===== config.mk =====
export PLATFORM = sky130hd
export DESIGN_NAME = branch_predictor
export DESIGN_NICKNAME = d
export VERILOG_FILES = /design/src/rtl/branch_predictor_pkg.sv /design/src/rtl/branch_predictor_sat_counter2.sv /design/src/rtl/branch_predictor.sv
export SDC_FILE = /design/constraint.sdc
export NUM_CORES = 1
export LEC_CHECK = 0
export BUFFER_PORTS_ARGS = -buffer_cell sky130_fd_sc_hd__buf_4
export CAP_MARGIN = 15
export CELL_PAD_IN_SITES_DETAIL_PLACEMENT = 0
export CELL_PAD_IN_SITES_GLOBAL_PLACEMENT = 1
export CORE_MARGIN = 8
export CORE_UTILIZATION = 40
export CTS_CLUSTER_SIZE = 25
export DETAILED_ROUTE_END_ITERATION = 8
export GPL_TIMING_DRIVEN = 0
export PLACE_DENSITY = 0.85
export REMOVE_ABC_BUFFERS = 1
export SLEW_MARGIN = 20
export SYNTH_ARGS = -nofsm -noshare
export SYNTH_HDL_FRONTEND = slang
export SYNTH_HIERARCHICAL = 1
export SYNTH_SLANG_ARGS = --single-unit

===== constraint.sdc =====
create_clock -name clk -period 2.45 [get_ports clk]
set_input_delay 0.1225 -clock clk [delete_from_list [all_inputs] [get_ports clk]]
set_output_delay 0.1225 -clock clk [all_outputs]
set_load 0.005 [all_outputs]

===== src/rtl/branch_predictor_pkg.sv =====
// Shared definitions for the dynamic branch direction predictor.
//   - 2-bit saturating counter encodings (SNT/WNT/WT/ST)
//   - EX-stage resolution codes carried on upd_correct
//   - table-initialisation FSM state type
package branch_predictor_pkg;

    localparam logic [1:0] SNT = 2'b00;  // strong not-taken
    localparam logic [1:0] WNT = 2'b01;  // weak not-taken (post-init value)
    localparam logic [1:0] WT  = 2'b10;  // weak taken
    localparam logic [1:0] ST  = 2'b11;  // strong taken

    // Resolution codes; any code with bit 1 set means "correct".
    localparam logic [1:0] CORRECT               = 2'b10;
    localparam logic [1:0] TAKEN_NOT_SUPPOSED_TO = 2'b00;
    localparam logic [1:0] NOT_TAKEN_SUPPOSED_TO = 2'b01;

    typedef enum logic {
        INIT,
        RUN
    } bp_state_e;

endpackage


===== src/rtl/branch_predictor_sat_counter2.sv =====
// 2-bit saturating counter next-state function.
// Ports:
//   cur_i   - current counter value
//   taken_i - resolved branch outcome (1 = taken)
//   next_o  - counter value after training with taken_i
module sat_counter2
    import branch_predictor_pkg::*;
(
    input  logic [1:0] cur_i,
    input  logic       taken_i,
    output logic [1:0] next_o
);

    always_comb begin
        next_o = cur_i;
        case (cur_i)
            SNT:     next_o = taken_i ? WNT : SNT;
            WNT:     next_o = taken_i ? WT  : SNT;
            WT:      next_o = taken_i ? ST  : WNT;
            default: next_o = taken_i ? ST  : WT;
        endcase
    end

endmodule


===== src/rtl/branch_predictor.sv =====
// Dynamic branch direction predictor (bimodal table of 2-bit counters).
// After reset the table is swept to WNT over 2^IDX_BITS cycles (INIT); in
// RUN the table is looked up combinationally with if_pc and trained from the
// EX-stage resolution. Saturating statistics count resolved and mispredicted
// branches.
// Optional feature: define BP_GSHARE_EN to XOR a HIST_BITS global history
// register into both lookup and update indices (gshare).
// Ports:
//   clk, reset     - clock, synchronous active-high reset
//   if_pc          - fetch PC used for the lookup
//   prediction     - 1 = predict taken (forced 0 during INIT)
//   ready          - 1 once table initialisation has finished
//   upd_valid      - resolved branch present in EX
//   upd_pc         - PC of the resolving branch
//   upd_taken      - actual branch outcome
//   upd_correct    - resolution code (statistics only)
//   br_count       - resolved branches since reset (saturating)
//   mispred_count  - mispredicted branches since reset (saturating)
module branch_predictor
    import branch_predictor_pkg::*;
#(
    parameter int unsigned DBITS     = 32,
    parameter int unsigned IDX_BITS  = 4,
    parameter int unsigned HIST_BITS = 4,
    parameter int unsigned STAT_BITS = 16
) (
    input  logic                 clk,
    input  logic                 reset,
    input  logic [DBITS-1:0]     if_pc,
    output logic                 prediction,
    output logic                 ready,
    input  logic                 upd_valid,
    input  logic [DBITS-1:0]     upd_pc,
    input  logic                 upd_taken,
    input  logic [1:0]           upd_correct,
    output logic [STAT_BITS-1:0] br_count,
    output logic [STAT_BITS-1:0] mispred_count
);

    localparam int unsigned DEPTH = 2 ** IDX_BITS;

    logic [1:0]           table_q [DEPTH];
    bp_state_e            state_q;
    logic [IDX_BITS-1:0]  init_ptr_q;
    logic                 ready_q;
    logic [STAT_BITS-1:0] br_count_q, br_count_d;
    logic [STAT_BITS-1:0] mispred_count_q, mispred_count_d;

    logic [IDX_BITS-1:0]  lk_idx;
    logic [IDX_BITS-1:0]  upd_idx;
    logic [1:0]           upd_next;
    logic                 upd_en;
    logic                 mispredicted;

    // PC bits outside the index field do not take part in the lookup.
    logic unused_pc_bits;
    assign unused_pc_bits = ^{if_pc[DBITS-1:IDX_BITS+2], if_pc[1:0],
                              upd_pc[DBITS-1:IDX_BITS+2], upd_pc[1:0]};

`ifdef BP_GSHARE_EN
    logic [HIST_BITS-1:0] ghr_q, ghr_d;

    assign lk_idx  = if_pc[IDX_BITS+1:2]  ^ IDX_BITS'(ghr_q);
    assign upd_idx = upd_pc[IDX_BITS+1:2] ^ IDX_BITS'(ghr_q);
    assign ghr_d   = upd_en ? {ghr_q[HIST_BITS-2:0], upd_taken} : ghr_q;
`else
    localparam int unsigned unused_hist_bits = HIST_BITS;

    assign lk_idx  = if_pc[IDX_BITS+1:2];
    assign upd_idx = upd_pc[IDX_BITS+1:2];
`endif

    assign upd_en       = (state_q == RUN) && upd_valid;
    assign mispredicted = (upd_correct == TAKEN_NOT_SUPPOSED_TO) ||
                          (upd_correct == NOT_TAKEN_SUPPOSED_TO);

    sat_counter2 u_sat (
        .cur_i   (table_q[upd_idx]),
        .taken_i (upd_taken),
        .next_o  (upd_next)
    );

    always_comb begin
        br_count_d      = br_count_q;
        mispred_count_d = mispred_count_q;
        if (upd_en) begin
            if (br_count_q != '1) br_count_d = br_count_q + STAT_BITS'(1);
            if (mispredicted && (mispred_count_q != '1))
                mispred_count_d = mispred_count_q + STAT_BITS'(1);
        end
    end

    // Table has no reset of its own: the INIT sweep establishes its contents.
    always_ff @(posedge clk) begin
        if (reset) begin
            state_q         <= INIT;
            init_ptr_q      <= '0;
            ready_q         <= 1'b0;
            br_count_q      <= '0;
            mispred_count_q <= '0;
`ifdef BP_GSHARE_EN
            ghr_q           <= '0;
`endif
        end else begin
            br_count_q      <= br_count_d;
            mispred_count_q <= mispred_count_d;
`ifdef BP_GSHARE_EN
            ghr_q           <= ghr_d;
`endif
            case (state_q)
                INIT: begin
                    table_q[init_ptr_q] <= WNT;
                    init_ptr_q          <= init_ptr_q + IDX_BITS'(1);
                    if (init_ptr_q == '1) begin
                        state_q <= RUN;
                        ready_q <= 1'b1;
                    end
                end
                RUN: begin
                    if (upd_en) table_q[upd_idx] <= upd_next;
                end
                default: state_q <= INIT;
            endcase
        end
    end

    assign prediction    = (state_q == RUN) && table_q[lk_idx][1];
    assign ready         = ready_q;
    assign br_count      = br_count_q;
    assign mispred_count = mispred_count_q;

endmodule


==> results.sh, run 1 <==
export IMPL_die_height_um=110.6
export IMPL_power_share_clock_pct=42.0
export IMPL_yosys_register_bits=70
export IMPL_rsz0062_at_grt="false"
export IMPL_synth_top_cell_area_share_pct=26.85
export IMPL_syn_area_per_cell_um2=10.84
export IMPL_reg2reg_slack_ps=190
export IMPL_p_comb_share_pct=5.2
export IMPL_fp_dieW_um=110.6
export IMPL_synth_distinct_cells=60
export IMPL_drt_pre_antenna_iters=4
export IMPL_nets=443
export IMPL_mostFrequentLayoutCells="46 x buf_4, 38 x dfxtp_1, 36 x nor2_1, 32 x edfxtp_1, 19 x a21oi_1"
export IMPL_critPathKind="reg2reg"
export IMPL_m1WireLength_mm=3.641
export IMPL_pwr_density_cell_nw_per_um2=557.8
export IMPL_layout_commonest_cell="buf_4"
export IMPL_ant_nets=0
export IMPL_routed_top_layer="met4"
export IMPL_gp_congestion=0.7779
export IMPL_hold_viol=0
export IMPL_critPathSlowestCell="mux4_2"
export IMPL_synthFlopType="dfxtp_1"
export IMPL_cp_required_ps=2500
export IMPL_status="completed"
export IMPL_setup_tns_ps=0
export IMPL_grt_pass1_vias=2721
export IMPL_grt_first_pass_wirelength_mm=13.75
export IMPL_cts_hold_buf=0
export IMPL_finClkSkew_ps=13.73
export IMPL_io_pins=104
export IMPL_n_antenna_cell=0
export IMPL_dr_total_vias=2823
export IMPL_root_buffer="clkbuf_8"
export IMPL_cp_end_kind="register"
export IMPL_drtIter0Drc=108
export IMPL_min_delay_worst_endpoint="init_ptr_q[1]"
export IMPL_track_usage_pct=13.35
export IMPL_async_reset_ff_share_pct=0
export IMPL_worst_slew_pin_slew_ps=927.7
export IMPL_numCtsBuffers=9
export IMPL_utilization_pct=47.86
export IMPL_worstHoldPathCells=2
export IMPL_rr_startpoint="table_q[0][1]"
export IMPL_p_leak_nw=1.535
export IMPL_io_buffers=46
export IMPL_reg2reg_to="table_q[15][0]"
export IMPL_ys_seq_area_share_pct=48.11
export IMPL_routed_via_density=5.845
export IMPL_max_slew_margin_pct=37.58
export IMPL_switching_share_pct=20.90
export IMPL_p_int_mw=1.842
export IMPL_critical_path_top_delay_family="simple AND/OR/NAND/NOR gates"
export IMPL_crit_arrival_ps=2310
export IMPL_start_kind="register"
export IMPL_slew_viol_final=0
export IMPL_seqPwrFrac_pct=52.7
export IMPL_antenna_found_initial=0
export IMPL_fin_crit_sh_pct=92.37
export IMPL_synth_area_um2=3578
export IMPL_r2r_cells=6
export IMPL_syn_instance_count=330
export IMPL_cts_resized=0
export IMPL_dr_wl_met3_um=459
export IMPL_drc_errors=0
export IMPL_cp_buffers_inverters=0
export IMPL_grt_overflow=0
export IMPL_clkTransAtPathRegs_ps=80
export IMPL_hold_start="reset"
export IMPL_drive_gt1_share_pct=25.07
export IMPL_cts_num_sinks=70
export IMPL_min_path_type="in2reg"
export IMPL_finalWirelength_mm=8.304
export IMPL_cap_violations=0
export IMPL_std_cell_rows=34
export IMPL_synth_edf_count=32
export IMPL_hpwl_mm=5.842
export IMPL_ir_drop_mv=0.3226
export IMPL_cts_tree="done"
export IMPL_finalPower_mw=2.328
export IMPL_cts_setup_buffers=0
export IMPL_finalCriticalPeriod_ps=2263
export IMPL_synth_warnings=6
export IMPL_crit_path_cell_trace="mux4_2 > nor2b_1 > a211oi_1 > a21oi_1 > maj3_2 > or2_4"
export IMPL_clk_path_buf_depth=2
export IMPL_wl_met2_mm=4.173
export IMPL_p_sw_mw=0.4865
export IMPL_coreArea_um2=8721
export IMPL_clock_latency_ps=330
export IMPL_yosysTopAreaCell="edfxtp_1"
export IMPL_ys_top_cells_by_area="edfxtp_1 27%, dfxtp_1 21%, mux4_2 7.6%"
export IMPL_cts_max_level=3
export IMPL_start_util_pct=41.03
export IMPL_area_growth_pct=16.64
export IMPL_fmax_ghz=0.4419
export IMPL_critPathMaxFanout=16
export IMPL_die_area_um2=12230
export IMPL_wl_per_cell_um=17.19
export IMPL_setup_viol=0
export IMPL_max_stage_delay_ps=470
export IMPL_grt_max_degree=43
cells by family (layout without fill, tap and decap cells):
kind of cell	after synthesis	after routing	synth area share (%)
simple gates	134	134	21.92
xor+xnor	3	3	0.7344
mux	24	24	11.19
buf+inv	25	70	3.741
compound gates	69	69	12.62
fa+ha+maj	5	5	1.678
flops	70	70	48.11
routing by layer:
layer | track usage (%) | vias up
li1 | - | 1360
met1 | 16.53 | 1386
met2 | 22.10 | 75
met3 | 2.976 | 2
met4 | 4.955 | 0
met5 | 0 | -
cell type report:
cell class                      count  area [um2]
Clock buffer                       13       173.9
Clock inverter                      3       40.04
Fill cell                         790        4547
Inverter                            8       30.03
Multi-Input combinational cell    235        1728
Sequential cell                    70        1722
Tap cell                          108       135.1
Timing Repair Buffer               46       345.3
state kept, by name (all words and copies together), names as in the netlist:
name,flops
br_count,16
init_ptr_q,4
mispred_count,16
ready,1
state_q,1
table_q,32
per-stage QoR:
stage | std cells | area (um2) | setup WS [ps] | hold slack [ps]
after floorplan | 313 | 3475 | 287.5 | 191.6
after global placement | 467 | 3955 | 131.4 | 479.8
after detailed placement | 467 | 3955 | 35.05 | 495.1
after CTS | 483 | 4169 | 45.02 | 207.5
after global routing | 483 | 4174 | 56.63 | 230.8
final | 483 | 4174 | 187.0 | 220.0
power by group through the flow:
| stage | Combinational (mW) | Clock [mW] | Sequential, mW |
|---|---|---|---|
| global placement | 0.118 | 0 | 1.25 |
| finish | 0.122 | 0.979 | 1.23 |
| CTS | 0.122 | 1.01 | 1.23 |
| floorplan | 0.0648 | 0 | 1.25 |
| detailed placement | 0.122 | 0 | 1.25 |
| global route | 0.133 | 1.06 | 1.23 |
synth_stat cells (all sizes together) (2+ instances only):
cell type,count
dfxtp,38
nor2,37
edfxtp,32
a21oi,19
nand2,17
a31oi,15
nand3,13
mux4,12
nand4,10
buf,9
nor2b,9
clkbuf,8
inv,8
o21ai,8
mux2i,7
or4,7
nor3,6
and3,5
mux2,5
o31ai,5
or3,5
a211oi,4
and4,4
nor4,4
or2,4
ha,3
nand3b,3
a311oi,2
a41o,2
a41oi,2
maj3,2
nand2b,2
nor3b,2
o211ai,2
o221ai,2
o41ai,2
or4b,2
xor2,2
how the worst max path moves through the flow:
stage,start,end,cells after the start
4_1_cts,table_q[0][1],table_q[15][0],6
6_report,table_q[0][1],table_q[15][0],6
3_5_place_dp,upd_pc[2],table_q[14][1],8
5_1_grt,state_q,table_q[10][1],4
2_1_floorplan,table_q[3][1],table_q[0][0],6
3_3_place_gp,upd_pc[2],table_q[14][0],7
No activity file was read; power rests on OpenSTA's default activity.
==> run 2: changes to the inputs <==
--- a/config.mk
+++ b/config.mk
@@ -5,12 +5,13 @@
 export SDC_FILE = /design/constraint.sdc
 export NUM_CORES = 1
 export LEC_CHECK = 0
+export ABC_AREA = 1
 export BUFFER_PORTS_ARGS = -buffer_cell sky130_fd_sc_hd__buf_4
 export CAP_MARGIN = 15
 export CELL_PAD_IN_SITES_DETAIL_PLACEMENT = 0
 export CELL_PAD_IN_SITES_GLOBAL_PLACEMENT = 1
 export CORE_MARGIN = 8
-export CORE_UTILIZATION = 40
+export CORE_UTILIZATION = 37
 export CTS_CLUSTER_SIZE = 25
 export DETAILED_ROUTE_END_ITERATION = 8
 export GPL_TIMING_DRIVEN = 0
==> results.sh, run 2 <==
export IMPL_multi_input_area_um2=1730
export IMPL_fp_dieW_um=116.7
export IMPL_place_ws_ps=-55.86
export IMPL_async_reset_ff_share_pct=0
export IMPL_yosysMostFrequentCell="nor2_1"
export IMPL_max_flop_register="table_q"
export IMPL_r2r_cells=7
export IMPL_drc_errors=0
export IMPL_std_cell_rows=36
export IMPL_ant_nets=0
export IMPL_ys_top_cells_by_area="edfxtp_1 26%, dfxtp_1 20%, nor2_1 11%"
export IMPL_clk_path_buf_depth=2
export IMPL_critPathKind="reg2reg"
export IMPL_critPathSlowestCell="nand4_1"
export IMPL_utilization_pct=44.47
export IMPL_ys_seq_area_share_pct=45.93
export IMPL_cp_end_kind="register"
export IMPL_synthFlopType="dfxtp_1"
export IMPL_min_path_type="in2reg"
export IMPL_drtIter0Drc=150
export IMPL_finClkSkew_ps=6.007
export IMPL_antenna_found_initial=0
export IMPL_min_delay_worst_endpoint="mispred_count[9]"
export IMPL_track_usage_pct=13.39
export IMPL_place_inst=686
export IMPL_regArea_um2=1722
export IMPL_cts_num_sinks=70
export IMPL_fillers=1065
export IMPL_mostFrequentLayoutCells="113 x nor2_1, 112 x nand2_1, 54 x inv_1, 52 x nand3_1, 46 x buf_4"
export IMPL_drive_gt1_share_pct=14.91
export IMPL_setup_viol=0
export IMPL_dr_total_vias=3405
export IMPL_crit_path_cell_trace="ha_1 > inv_1 > nor2_2 > nand4_1 > nand3_1 > nand2_1 > nor2_1"
export IMPL_drt_pre_antenna_iters=4
export IMPL_max_slew_margin_pct=31.15
export IMPL_largest_reg_flops=32
export IMPL_gp_congestion=0.8046
export IMPL_slew_viol_final=0
export IMPL_max_stage_delay_ps=670
export IMPL_nets=638
export IMPL_n_antenna_cell=0
export IMPL_p_leak_nw=1.746
export IMPL_clock_latency_ps=340
export IMPL_cts_setup_buffers=0
export IMPL_cts_tree="done"
export IMPL_finalCriticalPeriod_ps=2082
export IMPL_root_buffer="clkbuf_8"
export IMPL_start_kind="register"
export IMPL_grt_first_pass_wirelength_mm=14.61
export IMPL_ir_drop_mv=0.2128
export IMPL_cts_max_level=3
export IMPL_stdcell_count=703
export IMPL_cp_buffers_inverters=1
export IMPL_worst_slew_pin_slew_ps=1026
export IMPL_synth_distinct_cells=30
export IMPL_finalWirelength_mm=8.694
export IMPL_hpwl_mm=6.318
export IMPL_critPathMaxFanout=20
export IMPL_crit_arrival_ps=2360
export IMPL_grt_pass1_vias=3240
export IMPL_reg2reg_to="br_count[10]"
export IMPL_numCtsBuffers=9
export IMPL_die_area_um2=13610
export IMPL_coreArea_um2=9819
export IMPL_synth_edf_count=32
export IMPL_start_util_pct=38.18
export IMPL_pwr_density_cell_nw_per_um2=503.0
export IMPL_grt_max_degree=35
export IMPL_synth_warnings=6
export IMPL_die_height_um=116.7
export IMPL_synth_common_cells="114 x nor2_1, 112 x nand2_1, 55 x inv_1, 52 x nand3_1, 38 x dfxtp_1"
export IMPL_yosys_register_bits=70
export IMPL_area_growth_pct=16.49
export IMPL_critical_path_top_delay_family="simple AND/OR/NAND/NOR gates"
export IMPL_cp_required_ps=2730
export IMPL_routed_via_density=4.844
export IMPL_grt_overflow=0
export IMPL_wl_per_cell_um=12.37
export IMPL_rsz0062_at_grt="false"
export IMPL_fmax_ghz=0.4803
export IMPL_io_buffers=46
export IMPL_layout_commonest_cell="nor2_1"
export IMPL_synth_top_cell_area_share_pct=25.63
export IMPL_status="completed"
export IMPL_clkTransAtPathRegs_ps=70
export IMPL_fin_crit_sh_pct=84.97
export IMPL_worstHoldPathCells=5
export IMPL_hold_viol=0
export IMPL_hold_start="upd_correct[1]"
export IMPL_holdWs_ps=190.3
export IMPL_reg2reg_slack_ps=370
export IMPL_final_setup_worst_slack_ps=368.2
export IMPL_syn_area_per_cell_um2=7.209
export IMPL_syn_instance_count=520
export IMPL_io_pins=104
export IMPL_setup_tns_ps=0
export IMPL_yosysTopAreaCell="edfxtp_1"
export IMPL_cap_violations=0
export IMPL_synth_area_um2=3749
export IMPL_rr_startpoint="br_count[0]"
run 2: layout make-up:
cell class	count	area share, %
inverter	60	5.158
clock inverter	4	0.5158
timing repair buffer	47	8.138
multi-input combinational	377	39.63
tap	133	3.811
sequential	70	39.43
clock buffer	12	3.324
run 2: power breakdown:
| part | internal [mW] | switching [mW] |
|---|---|---|
| combinational | 0.0527 | 0.102 |
| clock | 0.391 | 0.426 |
| sequential | 1.22 | 0.00622 |
| total | 1.66 | 0.533 |
run 2: per-layer routing:
metal	wire length, um	global-route usage (%)
met5	0	0
met4	97	4.352
met3	453	3.361
met2	4058	22.65
met1	4084	16.32
run 2: cell families (layout without fill, tap and decap cells):
group | after synthesis | count (layout) | synth area share [%]
and+or+nand+nor | 307 | 307 | 35.35
AOI/OAI and AO/OA | 65 | 65 | 9.279
xor gates and xnor gates | 2 | 2 | 0.4674
buffers and inverters | 73 | 123 | 7.977
DFF | 70 | 70 | 45.93
adders and majority gates | 3 | 3 | 1.001
run 2: worst max-delay path by stage:
stage          slack, ps          start  cells past startpoint        endpoint
6_report             370    br_count[0]                      7    br_count[10]
2_1_floorplan        750    br_count[0]                      6    br_count[10]
4_1_cts              230  table_q[1][1]                     10  table_q[10][1]
5_1_grt              120    br_count[0]                      7     br_count[7]
3_5_place_dp         -60      upd_pc[2]                     12  table_q[13][1]
3_3_place_gp           9      upd_pc[2]                     12   table_q[1][1]
run 2: worst register-to-register path, stage by stage, from the launching register on:
cell and delay (ps):
dfxtp_1 390, ha_1 170, inv_1 50, nor2_2 240
nand4_1 670, nand3_1 320, nand2_1 80, nor2_1 100
run 2: what timing repair did:
action                                 CTS  global route
hold buffers                             1             0
gates resized for setup                  0             1
setup endpoints to repair                0            16
endpoints found under the hold margin    1             0
run 2: through the flow:
step | power [mW] | area (um2)
after floorplan | 1.343 | 3675
after global placement | 1.401 | 4187
after detailed placement | 1.405 | 4187
after CTS | 2.219 | 4364
after global routing | 2.283 | 4367
final | 2.196 | 4367
==> run 3: changes to the inputs <==
--- a/config.mk
+++ b/config.mk
@@ -11,11 +11,11 @@
 export CELL_PAD_IN_SITES_DETAIL_PLACEMENT = 0
 export CELL_PAD_IN_SITES_GLOBAL_PLACEMENT = 1
 export CORE_MARGIN = 8
-export CORE_UTILIZATION = 37
+export CORE_UTILIZATION = 33
 export CTS_CLUSTER_SIZE = 25
 export DETAILED_ROUTE_END_ITERATION = 8
 export GPL_TIMING_DRIVEN = 0
-export PLACE_DENSITY = 0.85
+export PLACE_DENSITY = 0.8
 export REMOVE_ABC_BUFFERS = 1
 export SLEW_MARGIN = 20
 export SYNTH_ARGS = -nofsm -noshare
==> constraint.sdc (replaced) <==
create_clock -name clk -period 1.87 [get_ports clk]
set_input_delay 0.0935 -clock clk [delete_from_list [all_inputs] [get_ports clk]]
set_output_delay 0.0935 -clock clk [all_outputs]
set_load 0.005 [all_outputs]
==> results.sh, run 3 (synthesis gave the netlist of run 2 again) <==
export IMPL_mostFrequentLayoutCells="112 x nand2_1, 101 x nor2_1, 54 x inv_1, 50 x nand3_1, 48 x buf_4"
export IMPL_routed_via_density=4.756
export IMPL_cp_end_kind="register"
export IMPL_fin_crit_sh_pct=93.90
export IMPL_min_path_type="in2reg"
export IMPL_critPathKind="reg2reg"
export IMPL_wl_per_cell_um=12.55
export IMPL_fp_dieW_um=122.6
export IMPL_finalWirelength_mm=8.998
export IMPL_regArea_um2=1723
export IMPL_drtIter0Drc=185
export IMPL_setup_viol=0
export IMPL_ir_drop_mv=0.4597
export IMPL_critPathMaxFanout=16
export IMPL_slew_viol_final=0
export IMPL_std_cell_rows=39
export IMPL_clk_path_buf_depth=2
export IMPL_multi_input_area_um2=1788
export IMPL_start_kind="register"
export IMPL_die_height_um=122.6
export IMPL_start_util_pct=33.26
export IMPL_cts_tree="done"
export IMPL_grt_pass1_vias=3236
export IMPL_wl_met2_mm=4.018
export IMPL_cts_num_sinks=70
export IMPL_gp_congestion=0.7951
export IMPL_ant_nets=0
export IMPL_drive_gt1_share_pct=18.12
export IMPL_grt_max_degree=35
export IMPL_cp_required_ps=1920
export IMPL_coreArea_um2=11270
export IMPL_clock_latency_ps=320
export IMPL_final_setup_worst_slack_ps=114.1
export IMPL_die_area_um2=15030
export IMPL_grt_first_pass_wirelength_mm=14.84
export IMPL_place_ws_ps=-658.6
export IMPL_routed_top_layer="met4"
export IMPL_fillers=1153
export IMPL_placed_area_um2=4199
export IMPL_area_growth_pct=22.46
export IMPL_fmax_ghz=0.5695
export IMPL_hpwl_mm=6.405
export IMPL_track_usage_pct=12.19
export IMPL_clkTransAtPathRegs_ps=60
export IMPL_antenna_found_initial=0
export IMPL_layout_commonest_cell="nand2_1"
export IMPL_io_buffers=46
export IMPL_grt_overflow=0
export IMPL_numCtsBuffers=9
export IMPL_dr_wl_met3_um=413
export IMPL_cts_max_level=3
export IMPL_pwr_density_cell_nw_per_um2=750.6
export IMPL_rsz0062_at_grt="false"
export IMPL_max_flop_register="table_q"
export IMPL_drc_errors=0
export IMPL_crit_arrival_ps=1800
export IMPL_root_buffer="clkbuf_16"
export IMPL_fin_area_um2=4591
export IMPL_worst_slew_pin_slew_ps=608.9
export IMPL_m1WireLength_mm=4.424
export IMPL_cap_violations=0
export IMPL_dr_total_vias=3410
export IMPL_drt_pre_antenna_iters=4
export IMPL_finClkSkew_ps=8.006
export IMPL_largest_reg_flops=32
export IMPL_max_slew_margin_pct=59.32
export IMPL_nets=642
export IMPL_p_leak_nw=1.819
export IMPL_finalCriticalPeriod_ps=1756
export IMPL_status="completed"
export IMPL_n_antenna_cell=0
export IMPL_io_pins=104
export IMPL_hold_viol=0
==> run 3: cell types whose count changed in the layout (fill, tap and decap cells not counted), sizes merged <==
cell,change
bufinv,+1
clkinv,+1
nand4,+1
buf,+3
clkbuf,-2
==> run 3: critical path, stage by stage (launching register included) <==
cell,delay (ps)
edfxtp_1,380
inv_1,90
a21oi_1,60
o21ai_0,90
nand3_1,100
nand3_1,90
nand2_1,100
nor2_1,170
a21oi_1,60
or2_4,330
==> run 3: where the power goes <==
group          switching [mW]  total, mW  internal, mW
Clock                   0.609       1.62          1.02
Sequential            0.00878       1.61          1.60
Combinational           0.141      0.212        0.0703
==> run 3: final timing paths <==
kind                   from               end  slack, ps  cells after the start
max           table_q[1][1]    table_q[12][0]        110                      9
min          upd_correct[1]  mispred_count[9]        180                      5
max reg2reg   table_q[1][1]    table_q[12][0]        110                      9
min reg2reg   init_ptr_q[3]     init_ptr_q[3]        490                      2
==> run 3: timing repair <==
action                                 in CTS  in global routing
hold buffers                                1                  0
gates cloned                                1                  0
setup endpoints to repair                  26                 91
endpoints found under the hold margin       3                  0
resized for setup                           2                 18
setup buffers                               0                  3
pin swaps                                   1                  4
==> run 3: final cells by class <==
| type | instances | share of cell area, % |
|---|---|---|
| Clock buffer | 10 | 4.988 |
| Tap cell | 143 | 3.898 |
| Timing Repair Buffer | 50 | 8.504 |
| Sequential cell | 70 | 37.53 |
| Multi-Input combinational cell | 378 | 38.95 |
| Inverter | 60 | 4.988 |
| Clock inverter | 6 | 1.145 |
==> run 3: per-layer routing <==
metal | vias up | GRT usage (%)
li1 | 1787 | -
met1 | 1546 | 15.27
met2 | 67 | 19.95
met3 | 10 | 2.852
met4 | 0 | 4.798
met5 | - | 0
==> run 3: metrics by stage <==
step                      utilization (%)  TNS (ps)  total power [mW]  std cells  hold WS, ps
after floorplan                         -         0             1.759        507        162.6
after global placement              37.25    -13070             1.836        696        333.4
after detailed placement            37.25    -15030             1.841        696        337.5
after CTS                           39.96         0             3.479        714        163.3
after global routing                40.73         0             3.577        717        203.5
final                               40.73         0             3.446        717        176.6
